$ cat src/rtl/fetch_sequencer.sv
// Instruction fetch sequencer: walks instruction memory from a start address into a
// two-entry buffer until a halt opcode is fetched, then drains and reports halted.
module fetch_sequencer #(
    parameter int          DEPTH   = 2,
    parameter logic [5:0]  HALT_OP = 6'b011111
) (
    input  logic        clk,
    input  logic        rst,
    input  logic        start,
    input  logic [8:0]  start_pc,
    input  logic        redirect,
    input  logic [8:0]  redirect_pc,
    output logic [8:0]  mem_address,
    output logic        mem_write_enable,
    output logic        mem_mode,
    output logic [31:0] mem_datain,
    input  logic [31:0] mem_dataout,
    output logic [31:0] instr,
    output logic [8:0]  instr_pc,
    output logic        instr_valid,
    input  logic        instr_ready,
    output logic        busy,
    output logic        halted,
    output logic [1:0]  dbg_state
);

    typedef enum logic [1:0] {
        S_IDLE  = 2'd0,
        S_FETCH = 2'd1,
        S_DRAIN = 2'd2,
        S_HALT  = 2'd3
    } state_t;

    localparam logic [1:0] L_DEPTH = 2'(DEPTH);

    state_t      r_state;
    state_t      w_state_next;
    logic [8:0]  r_pc;
    logic [8:0]  w_pc_next;
    logic [1:0]  r_count;
    logic        r_head;
    logic        r_tail;
    logic [31:0] r_buf_instr [DEPTH];
    logic [8:0]  r_buf_pc    [DEPTH];
    logic        w_flush;
    logic        w_push;
    logic        w_pop;
    logic        w_is_halt;

    // Consumer handshake: the head entry transfers on any cycle where instr_valid and
    // instr_ready are both high, unless a start/redirect flush claims that cycle.
    assign instr_valid      = (r_count != 2'd0);
    assign instr            = r_buf_instr[r_head];
    assign instr_pc         = r_buf_pc[r_head];
    assign mem_address      = r_pc;
    assign mem_write_enable = 1'b0;
    assign mem_mode         = 1'b0;
    assign mem_datain       = 32'd0;
    assign busy             = (r_state == S_FETCH) || (r_state == S_DRAIN);
    assign halted           = (r_state == S_HALT);
    assign dbg_state        = r_state;
    assign w_is_halt        = (mem_dataout[31:26] == HALT_OP);

    always_comb begin
        w_state_next = r_state;
        w_pc_next    = r_pc;
        w_flush      = 1'b0;
        w_push       = 1'b0;
        w_pop        = instr_valid && instr_ready;
        case (r_state)
            S_IDLE, S_HALT: begin
                if (start) begin
                    w_flush      = 1'b1;
                    w_pop        = 1'b0;
                    w_pc_next    = start_pc;
                    w_state_next = S_FETCH;
                end
            end
            S_FETCH: begin
                if (redirect) begin
                    w_flush      = 1'b1;
                    w_pop        = 1'b0;
                    w_pc_next    = redirect_pc;
                    w_state_next = S_FETCH;
                end else if (r_count < L_DEPTH) begin
                    // Room is judged on the registered count so a same-cycle pop never
                    // opens a slot combinationally.
                    w_push = 1'b1;
                    if (w_is_halt) begin
                        w_state_next = S_DRAIN;
                    end else begin
                        w_pc_next = r_pc + 9'd1;
                    end
                end
            end
            S_DRAIN: begin
                if (redirect) begin
                    w_flush      = 1'b1;
                    w_pop        = 1'b0;
                    w_pc_next    = redirect_pc;
                    w_state_next = S_FETCH;
                end else if (r_count == 2'd0) begin
                    w_state_next = S_HALT;
                end
            end
            default: w_state_next = S_IDLE;
        endcase
    end

    always_ff @(posedge clk or negedge rst) begin
        if (!rst) begin
            r_state <= S_IDLE;
            r_pc    <= 9'd0;
        end else begin
            r_state <= w_state_next;
            r_pc    <= w_pc_next;
        end
    end

    always_ff @(posedge clk or negedge rst) begin
        if (!rst) begin
            r_count <= 2'd0;
            r_head  <= 1'b0;
            r_tail  <= 1'b0;
            for (int i = 0; i < DEPTH; i++) begin
                r_buf_instr[i] <= 32'd0;
                r_buf_pc[i]    <= 9'd0;
            end
        end else if (w_flush) begin
            r_count <= 2'd0;
            r_head  <= 1'b0;
            r_tail  <= 1'b0;
        end else begin
            if (w_push) begin
                r_buf_instr[r_tail] <= mem_dataout;
                r_buf_pc[r_tail]    <= r_pc;
                r_tail              <= r_tail + 1'b1;
            end
            if (w_pop) begin
                r_head <= r_head + 1'b1;
            end
            case ({w_push, w_pop})
                2'b10:   r_count <= r_count + 2'd1;
                2'b01:   r_count <= r_count - 2'd1;
                default: r_count <= r_count;
            endcase
        end
    end

endmodule

$ cat config.mk
export PLATFORM = sky130hd
export DESIGN_NAME = fetch_sequencer
export DESIGN_NICKNAME = d
export VERILOG_FILES = /design/src/rtl/fetch_sequencer.sv
export SDC_FILE = /design/constraint.sdc
export NUM_CORES = 1
export LEC_CHECK = 0
export ABC_AREA = 0
export ABC_CLOCK_PERIOD_IN_PS = 2200
export BUFFER_PORTS_ARGS = -buffer_cell sky130_fd_sc_hd__buf_2
export CAP_MARGIN = 20
export CORE_MARGIN = 2
export CORE_UTILIZATION = 35
export DETAILED_ROUTE_END_ITERATION = 7
export PLACE_DENSITY_LB_ADDON = 0.12
export SLEW_MARGIN = 20
export SYNTH_ARGS = -nofsm -noshare
export SYNTH_HDL_FRONTEND = slang
export SYNTH_SLANG_ARGS = --single-unit
$ cat constraint.sdc
create_clock -name clk -period 2.2 [get_ports clk]
set_clock_uncertainty 0.05 [all_clocks]
set_input_delay 0.11 -clock clk [delete_from_list [all_inputs] [get_ports clk]]
set_output_delay 0.11 -clock clk [all_outputs]
set_load 0.1 [all_outputs]
==> summary.md, run 1 <==
| Metric | Value |
|---|---|
| Antenna-violating nets left | `0` |
| Vias in the first global route | `3,381` |
| Layout area overhead | `26.91%` |
| Root Driver | `clkbuf_16` |
| Initial antenna violation count | `0` |
| Largest net degree at the start of global routing | `74` |
| Ys async rst share | `100.0%` |
| Worst-Margin Slew | `0.5167 ns` |
| CP endpoint kind | `primary output` |
| Hold WC Path Type | `input pin to register` |
| Yosys reg bits | `97` |
| Commonest non-fill, non-tap cell in the layout | `buf_2` |
| Initial DRC Count | `95` |
| Yosys warns | `0` |
| Share of cells above drive strength 1 | `36.83%` |
| Min Tclk post-route | `2.071 ns` |
| First-pass GRT wire length | `17,190 um` |
| Status | `finished clean` |
| Routed wire per std cell | `15.31 um` |
| Port bufs | `109` |
| Commonest non-fill, non-tap cells in the layout | `buf_2 (108), dfrtp_1 (92), mux2_1 (82), mux2_2 (41), conb_1 (34)` |
| H-tree Lvls | `3` |
| # Post-CTS Setup Buffers | `0` |
| Routability congestion estimate from global placement | `around 0.76` |
| Die height | `approximately 120 um` |
| Final setup viols | `0` |
| TritonCTS buffer count | `9` |
| Max-slew violations | `0` |
| Unrepaired setup endpoints after global routing | `false` |
| Nets@finish | `slightly below 600` |
| Sequential element share of the synthesized area | `49.77%` |
| Die Area | `14,900 um^2` |
| Primary FF master, synth | `dfrtp_1` |
| Synthesized area per cell | `between 10 and 15 um^2` |
| Crit Path Category | `register to primary output` |
| # Max-Cap Violations | `0` |
| CTS tree | `done` |
| DP HPWL | `7516 um` |
| Core area | `13,720 um^2` |
| Final routed DRC violation total | `0` |
| DIE WIDTH | `122.0 um` |
| Post-Synthesis Cells | `376` |
| Worst path arrival time | `1.91 ns` |
| Worst-Skew Late Latency | `approximately 0.33 ns` |
| IO Count | `144` |
| Rows | `43` |
| Final period util | `between 90% and 100%` |
| Ant diodes | `0` |
| EDFF count, synth | `0` |
| Slew Limit Headroom | `around 66%` |
| Clock Sinks | `97` |
| Total number of vias | `3,306` |
| Final hold violations | `0` |
| Worst-path clk slew | `around 0.060 ns` |
| Post-synth cell types | `40` |
| Max clock buf depth | `2` |
| Synthesized area | `4877 um^2` |
| Crit-path max FO | `20` |
| Critical Path RT | `2.04 ns` |
| Gr ovfl total | `0` |
| Final wirelength | `10,780 um` |
| Fmax | `483.0 MHz` |
| Total GRT Usage | `14.94%` |
| Crit path launch type | `register` |
| Starting Density | `a little over a third` |
| 1st-pass router iterations | `4` |
| TNS Setup | `0 ns` |
| Avg Vias per Cell | `4.696` |
-- stage by stage --
stage | std cells | util [%] | cell area, um^2 | hold WS, ns | setup slack, ns
after floorplan | 409 | - | 5027 | -0.2356 | 0.003616
final | 704 | 45.12 | 6190 | 0.01459 | 0.1295
after detailed placement | 657 | 40.85 | 5604 | -0.002393 | 0.1685
after global routing | 704 | 45.12 | 6190 | 0.01954 | 0.03374
after global placement | 657 | 40.85 | 5604 | -0.007397 | 0.2244
after CTS | 704 | 45.12 | 6190 | 0.002643 | 0.1030
-- worst max-delay path: stages, from the launching register on --
cell,delay (ns)
dfrtp_4,0.49
inv_1,0.09
ha_1,0.24
buf_4,0.21
clkinvlp_4,0.11
buf_2,0.42
-- state kept, by name, summed over array words and instances, names as in the netlist --
signal / flops
r_buf_pc: 18
r_count: 2
r_head: 1
r_tail: 1
dbg_state: 2
mem_address: 9
r_buf_instr: 64
-- final timing paths --
check                           startpoint  depth (start not counted)  slack [ns]               to
max in group asynchronous              rst                          3        1.21     dbg_state[1]
setup / recovery              dbg_state[0]                          5        0.13             busy
hold / removal             mem_dataout[31]                          2        0.01  r_buf_instr[31]
min in group asynchronous              rst                          2        0.18   mem_address[1]
hold reg to reg               r_buf_pc[14]                          1        0.43     r_buf_pc[14]
setup reg to reg              dbg_state[1]                          7        0.18  r_buf_instr[12]
-- Yosys cell counts (2+ instances only) --
| cell | n | area, um^2 |
|---|---|---|
| mux2_4 | 3 | 45.04 |
| nand2b_1 | 4 | 25.02 |
| mux2i_1 | 2 | 20.02 |
| mux2_2 | 41 | 461.7 |
| o21ai_0 | 5 | 25.02 |
| buf_4 | 39 | 292.8 |
| a22oi_1 | 2 | 15.01 |
| nand3_1 | 9 | 45.04 |
| a32o_1 | 4 | 40.04 |
| inv_1 | 4 | 15.01 |
| nor2b_1 | 2 | 12.51 |
| o2bb2ai_1 | 2 | 17.52 |
| ha_1 | 4 | 50.05 |
| dfrtp_1 | 97 | 2427 |
| clkbuf_1 | 10 | 37.54 |
| xnor2_1 | 3 | 26.28 |
| o211ai_1 | 7 | 52.55 |
| mux2_1 | 82 | 923.4 |
| a21oi_1 | 6 | 30.03 |
| or4_1 | 4 | 30.03 |
| xor2_1 | 2 | 17.52 |
| buf_2 | 4 | 20.02 |
| a221oi_1 | 2 | 17.52 |
| nand2_1 | 18 | 67.56 |
| nor2_1 | 5 | 18.77 |
-- cell type report --
| type | count | area [um^2] |
|---|---|---|
| clock buffers | 13 | 260.3 |
| clock inverters | 3 | 15.01 |
| fillers | 1319 | 7530 |
| inverters | 4 | 18.77 |
| multi-input cells | 255 | 2221 |
| flip-flops and latches | 97 | 2439 |
| well taps | 180 | 225.2 |
| repair buffers | 152 | 1011 |
-- logic make-up after synthesis --
kind of cell	Yosys count	synth area share (%)
other	1	0.07689
DFF	97	49.77
buffers and inverters	57	7.491
adders and majority gates	4	1.026
xor gates and xnor gates	5	0.8981
muxes	128	29.73
AOI/OAI and AO/OA	34	5.439
and+or+nand+nor	50	5.567
-- metal layers --
layer / track usage (%) / up-vias / wire length (um)
met5: 0 / - / 0
li1: - / 1566 / -
met1: 19.95 / 1634 / 5079
met4: 4.670 / 0 / 118
met3: 3.558 / 8 / 562
met2: 24.02 / 98 / 5017
-- repair_timing --
item	in CTS	in global routing
endpoints found under the hold margin	84	0
gates resized for setup	0	0
hold buffers	31	0
Power of run 1 is left out: the tool's default activity adds up to more than one toggle a clock period on the data nets, which glitch-free logic cannot reach.
==> run 2, diff against run 1 <==
--- a/config.mk
+++ b/config.mk
@@ -10,7 +10,7 @@
 export BUFFER_PORTS_ARGS = -buffer_cell sky130_fd_sc_hd__buf_2
 export CAP_MARGIN = 20
 export CORE_MARGIN = 2
-export CORE_UTILIZATION = 35
+export CORE_UTILIZATION = 52
 export DETAILED_ROUTE_END_ITERATION = 7
 export PLACE_DENSITY_LB_ADDON = 0.12
 export SLEW_MARGIN = 20
==> run 2 against run 1 <==
Against the previous run: global-route usage grew 5.5 points; hold slack gained 0.021 ns; register-to-register slack gained 0.04 ns; utilization grew 22 points; setup slack lost 0.022 ns; final area shrank 1.4%; first-iteration DRC count grew 42%; count of clock-buffer cells in the layout shrank 2; wire length shrank 8.4%; die area shrank 32%; highest routed layer unchanged.
==> summary.md, run 2 (synthesis gave the netlist of run 1 again) <==
| Metric | Value |
|---|---|
| Status | `finished clean` |
| Routed wire per std cell | `15.57 um (+1.7%)` |
| Commonest non-fill, non-tap cells in the layout | `buf_2 (103), dfrtp_1 (92), mux2_1 (82), mux2_2 (41), conb_1 (34)` |
| Layout area overhead | `25.09%` |
| Hold Path Origin | `start_pc[3]` |
| Total GRT Usage | `20.42% (+5.5 points)` |
| # Max-Cap Violations | `0 (unchanged)` |
| Starting Density | `53.29% (+18 points)` |
| Nets@finish | `578 (unchanged)` |
| Initial DRC Count | `135 (+42%)` |
| CP startpoint | `dbg_state[0]` |
| Slew Limit Headroom | `58.18% (-7.6 points)` |
| Worst path arrival time | `1.93 ns (+0.02 ns)` |
| DIE WIDTH | `100.8 um (-17%)` |
| R2R Setup Slk | `0.22 ns (+0.04 ns)` |
| Ant diodes | `0 (unchanged)` |
| Clock Sinks | `97 (unchanged)` |
| Largest net degree at the start of global routing | `49 (-34%)` |
| Final period util | `95.12% (+1.0 points)` |
| Max FFs per register | `64 (unchanged)` |
| Max clock buf depth | `2 (unchanged)` |
| Gr ovfl total | `0 (unchanged)` |
| Crit Path Category | `register to primary output` |
| CP endpoint kind | `primary output` |
| Antenna-violating nets left | `0 (unchanged)` |
| Port bufs | `109 (unchanged)` |
| Final hold violations | `0 (unchanged)` |
| Initial antenna violation count | `0 (unchanged)` |
| Total number of vias | `3,328 (+0.67%)` |
| Final wirelength | `9872 um (-8.4%)` |
| DP HPWL | `6722 um (-11%)` |
| Rows | `35 (-19%)` |
| Placed Cells incl. Taps | `586 (-11%)` |
| Core area | `9153 um^2 (-33%)` |
| Min Tclk post-route | `2.093 ns (+0.02218 ns)` |
| Fmax | `477.9 MHz (-1.1%)` |
| TNS Setup | `0 ns (unchanged)` |
| Die Area | `10,170 um^2 (-32%)` |
| Worst-path clk slew | `0.09 ns (+0.03 ns)` |
| IO Count | `144 (unchanged)` |
| Final setup viols | `0 (unchanged)` |
| FF-to-FF path depth | `7 (unchanged)` |
| TritonCTS buffer count | `9 (unchanged)` |
| Share of cells above drive strength 1 | `36.52% (-0.31 points)` |
| Commonest non-fill, non-tap cell in the layout | `buf_2` |
| Die height | `100.8 um (-17%)` |
| Avg Vias per Cell | `5.249 (+12%)` |
| Critical Path RT | `2.04 ns (about the same)` |
| First-pass GRT wire length | `16,220 um (-5.7%)` |
| Non-filler instance count after layout | `634 (-9.9%)` |
| Worst-Margin Slew | `0.6272 ns (+0.1105 ns)` |
| H-tree Lvls | `3 (unchanged)` |
| CTS tree | `done` |
| Vias in the first global route | `3,349 (-0.95%)` |
| Crit path launch type | `register` |
| R2r startpoint | `dbg_state[0]` |
| Reg with most FFs | `r_buf_instr` |
| Final routed DRC violation total | `0 (unchanged)` |
| Worst-Skew Late Latency | `0.35 ns (+0.02 ns)` |
| Max-slew violations | `0 (unchanged)` |
| Reg-to-reg endpoint | `r_buf_instr[46]` |
| Routability congestion estimate from global placement | `0.8007 (+5.9%)` |
| Hold WC Path Type | `input pin to register` |
| Unrepaired setup endpoints after global routing | `false` |
| Root Driver | `clkbuf_8` |
| Hold-critical path depth | `3 (+1)` |
| Crit-path max FO | `20 (unchanged)` |
| 1st-pass router iterations | `4 (unchanged)` |
| Hold Crit Endpoint | `mem_address[3]` |
[run 2: cell count changes in the layout (fill, tap and decap cells not counted), sizes merged]
| cell | delta |
|---|---|
| buf | -2 |
| dlygate4sd3 | +2 |
| clkbuf | -2 |
| clkinvlp | +1 |
| clkinv | -3 |
| bufinv | +2 |
| inv | +1 |
[run 2: layout make-up]
type                    count  area (um^2)
clock inverters             4        76.32
fillers                   718         3052
well taps                 111        138.9
inverters                   4        18.77
multi-input cells         255         2221
repair buffers            152         1066
flip-flops and latches     97         2439
clock buffers              11        141.4
[run 2: worst max path at each step]
stage	endpoint	slack, ns	cells past startpoint
after floorplan	mem_address[8]	0.004	5
after global placement	r_buf_instr[32]	0.24	7
after detailed placement	r_buf_instr[46]	0.20	7
after CTS	busy	0.09	5
after global routing	busy	0.02	5
final	busy	0.11	5
[run 2: layer usage]
metal,vias to the layer above,global-route usage [%],wire (um)
met2,110,32.31,4600
met4,0,7.482,167
li1,1569,-,-
met1,1636,28.73,4675
met3,13,2.982,428
met5,-,0,0
[run 2: worst max-delay path, cell delays in order, from the launching register on]
cell and delay, ns:
dfrtp_4 0.50, inv_1 0.08, ha_1 0.25, buf_4 0.21, clkinvlp_4 0.11, buf_2 0.43
[run 2: stage by stage]
stage / hold WS, ns / area, um^2 / util, % / setup WS, ns
floorplan: -0.2356 / 5027 / - / 0.003616
global placement: 0.1183 / 5553 / 60.67 / 0.2408
detailed placement: 0.1202 / 5553 / 60.67 / 0.2034
CTS: 0.02002 / 6101 / 66.66 / 0.08694
global route: 0.02934 / 6101 / 66.66 / 0.01617
finish: 0.03551 / 6101 / 66.66 / 0.1073
[run 2: repair_timing]
| action | CTS | global route |
|---|---|---|
| setup endpoints to repair | 0 | 0 |
| gates resized for setup | 0 | 0 |
| hold buffers | 33 | 0 |
| endpoints found under the hold margin | 109 | 0 |
| setup buffers | 0 | 0 |
Power of run 2 is left out for the same reason.
==> run 3, diff against run 2 <==
--- a/config.mk
+++ b/config.mk
@@ -13,6 +13,7 @@
 export CORE_UTILIZATION = 52
 export DETAILED_ROUTE_END_ITERATION = 7
 export PLACE_DENSITY_LB_ADDON = 0.12
+export REMOVE_ABC_BUFFERS = 1
 export SLEW_MARGIN = 20
 export SYNTH_ARGS = -nofsm -noshare
 export SYNTH_HDL_FRONTEND = slang
==> run 3 against run 2 <==
Against the previous run: flip-flop and latch count unchanged; utilization down 0.59 points; final area fell by 0.88%; first-iteration DRC count shrank 47%; final cell count is 0.79% higher; register-to-register slack lost 0.08 ns; global-route usage increased by 0.30 points; setup slack worse by 0.017 ns; sequential share of layout area grew 0.19 points; die area stayed put; non-clock buffer count up 4; count of clock-buffer cells in the layout down 1.
==> summary.md, run 3 (synthesis gave the netlist of run 1 again) <==
| Metric | Value |
|---|---|
| Reg-to-reg endpoint | `r_buf_instr[15]` |
| Hold Path Origin | `redirect_pc[3]` |
| Placed Cells incl. Taps | `590 (+0.68%)` |
| Crit-path max FO | `20 (unchanged)` |
| Non-filler instance count after layout | `639 (+0.79%)` |
| Starting Density | `53.29% (unchanged)` |
| DP HPWL | `6882 um (+2.4%)` |
| Clock Sinks | `97 (unchanged)` |
| Final wirelength | `10,140 um (+2.7%)` |
| Status | `finished clean` |
| CTS tree | `done` |
| Die height | `100.8 um (unchanged)` |
| Hold-critical path depth | `3 (unchanged)` |
| Final setup viols | `0 (unchanged)` |
| Hold Slack | `0.04486 ns (+0.009345 ns)` |
| Fill count | `719 (+0.14%)` |
| Worst path arrival time | `1.95 ns (+0.02 ns)` |
| Cts repair resizes | `0 (unchanged)` |
| Worst path slowest cell | `buf_2` |
| Gr ovfl total | `0 (unchanged)` |
| Initial DRC Count | `72 (-47%)` |
| Port bufs | `109 (unchanged)` |
| WP buf/inv | `4 (unchanged)` |
| Worst-Skew Late Latency | `0.35 ns (about the same)` |
| CP max stage delay | `0.44 ns (-0.06 ns)` |
| Multi-input logic area | `2218 um^2 (-0.11%)` |
| Fmax | `473.9 MHz (-0.82%)` |
| Vias in the first global route | `3,327 (-0.66%)` |
| Antenna-violating nets left | `0 (unchanged)` |
| Rows | `35 (unchanged)` |
| Top cell by count, worst path | `inv_1` |
| Area after DPL | `5466 um^2 (-1.6%)` |
| Unrepaired setup endpoints after global routing | `false` |
| # Post-CTS Setup Buffers | `0 (unchanged)` |
| Final period util | `95.91% (+0.79 points)` |
| Routed wire per std cell | `15.87 um (+1.9%)` |
| H-tree Lvls | `3 (unchanged)` |
| Worst-path clk slew | `0.09 ns (about the same)` |
| Final hold violations | `0 (unchanged)` |
| # Max-Cap Violations | `0 (unchanged)` |
| Initial antenna violation count | `0 (unchanged)` |
| Nets@finish | `582 (+0.69%)` |
| Final instance area | `6047 um^2 (-0.88%)` |
| Root Driver | `clkbuf_8` |
| Crit Path Category | `register to primary output` |
| Worst-Margin Slew | `0.5385 ns (-0.08874 ns)` |
| Largest net degree at the start of global routing | `42 (-14%)` |
| Total number of vias | `3,359 (+0.93%)` |
| Max FFs per register | `64 (unchanged)` |
| Worst path top cell family by delay | `buffers and inverters` |
| Total GRT Usage | `20.72% (+0.30 points)` |
| Min Tclk post-route | `2.110 ns (+0.01731 ns)` |
| Crit path launch type | `register` |
| Commonest non-fill, non-tap cells in the layout | `buf_2 (108), dfrtp_1 (96), mux2_1 (82), mux2_2 (41), conb_1 (34)` |
| Critical Path RT | `2.04 ns (about the same)` |
| Avg Vias per Cell | `5.257 (+0.14%)` |
| IO Count | `144 (unchanged)` |
| R2R Setup Slk | `0.14 ns (-0.08 ns)` |
| Slew Limit Headroom | `64.10% (+5.9 points)` |
| Commonest non-fill, non-tap cell in the layout | `buf_2` |
| FF-to-FF path depth | `7 (unchanged)` |
| CP endpoint kind | `primary output` |
| Worst-path cell chain | `inv_1 > ha_1 > buf_4 > inv_1 > buf_2` |
| First-pass GRT wire length | `16,480 um (+1.7%)` |
| FF+latch area | `2429 um^2 (-0.41%)` |
| Routability congestion estimate from global placement | `0.8694 (+8.6%)` |
| Hold Crit Endpoint | `mem_address[3]` |
| Final routed DRC violation total | `0 (unchanged)` |
| Die Area | `10,170 um^2 (unchanged)` |
| R2r startpoint | `dbg_state[1]` |
| Layout area overhead | `23.99%` |
| Reg with most FFs | `r_buf_instr` |
| Ant diodes | `0 (unchanged)` |
| Max clock buf depth | `2 (unchanged)` |
| TritonCTS buffer count | `9 (unchanged)` |
| Share of cells above drive strength 1 | `35.98% (-0.54 points)` |
| DIE WIDTH | `100.8 um (unchanged)` |
| Hold WC Path Type | `input pin to register` |
| Core area | `9153 um^2 (unchanged)` |
| Max-slew violations | `0 (unchanged)` |
| 1st-pass router iterations | `5 (+1)` |
[run 3: layer usage]
metal / vias up / GRT usage (%) / part of all wire [%]
met2: 101 / 33.54 / 47
met3: 11 / 3.190 / 4.6
met1: 1675 / 28.21 / 47
met4: 0 / 7.903 / 1.5
met5: - / 0 / 0
li1: 1572 / - / -
[run 3: worst min-delay path, delay by kind of cell]
family | cells | cell delay [ns]
buf+inv | 1 | 0.09
compound gates | 2 | 0.21
[run 3: area by class of cell]
| cell class | count | area share, % |
|---|---|---|
| Multi-Input combinational cell | 255 | 36.69 |
| Inverter | 4 | 0.2483 |
| Clock buffer | 10 | 2.276 |
| Timing Repair Buffer | 156 | 16.47 |
| Tap cell | 111 | 2.297 |
| Clock inverter | 6 | 1.862 |
| Sequential cell | 97 | 40.16 |
[run 3: what timing repair did]
item / CTS / global route
hold buffers: 33 / 0
hold endpoints to repair: 102 / 0
setup endpoints to repair: 0 / 0
[run 3: how the worst max path moves through the flow]
stage | from | endpoint | slack (ns) | cells past startpoint
after floorplan | dbg_state[0] | r_buf_instr[0] | -1.40 | 5
after global routing | dbg_state[0] | busy | 0.005 | 5
after global placement | dbg_state[1] | r_buf_instr[56] | 0.22 | 7
after CTS | dbg_state[0] | busy | 0.09 | 5
final | dbg_state[0] | busy | 0.09 | 5
after detailed placement | dbg_state[1] | r_buf_instr[49] | 0.17 | 7
[run 3: metrics by stage]
| step | utilization, % | setup WS (ns) | TNS (ns) |
|---|---|---|---|
| floorplan | - | -1.397 | -114.51 |
| global placement | 59.73 | 0.2225 | 0 |
| detailed placement | 59.73 | 0.1746 | 0 |
| CTS | 66.07 | 0.08681 | 0 |
| global route | 66.07 | 0.004758 | 0 |
| finish | 66.07 | 0.08999 | 0 |
Power of run 3 is left out for the same reason.
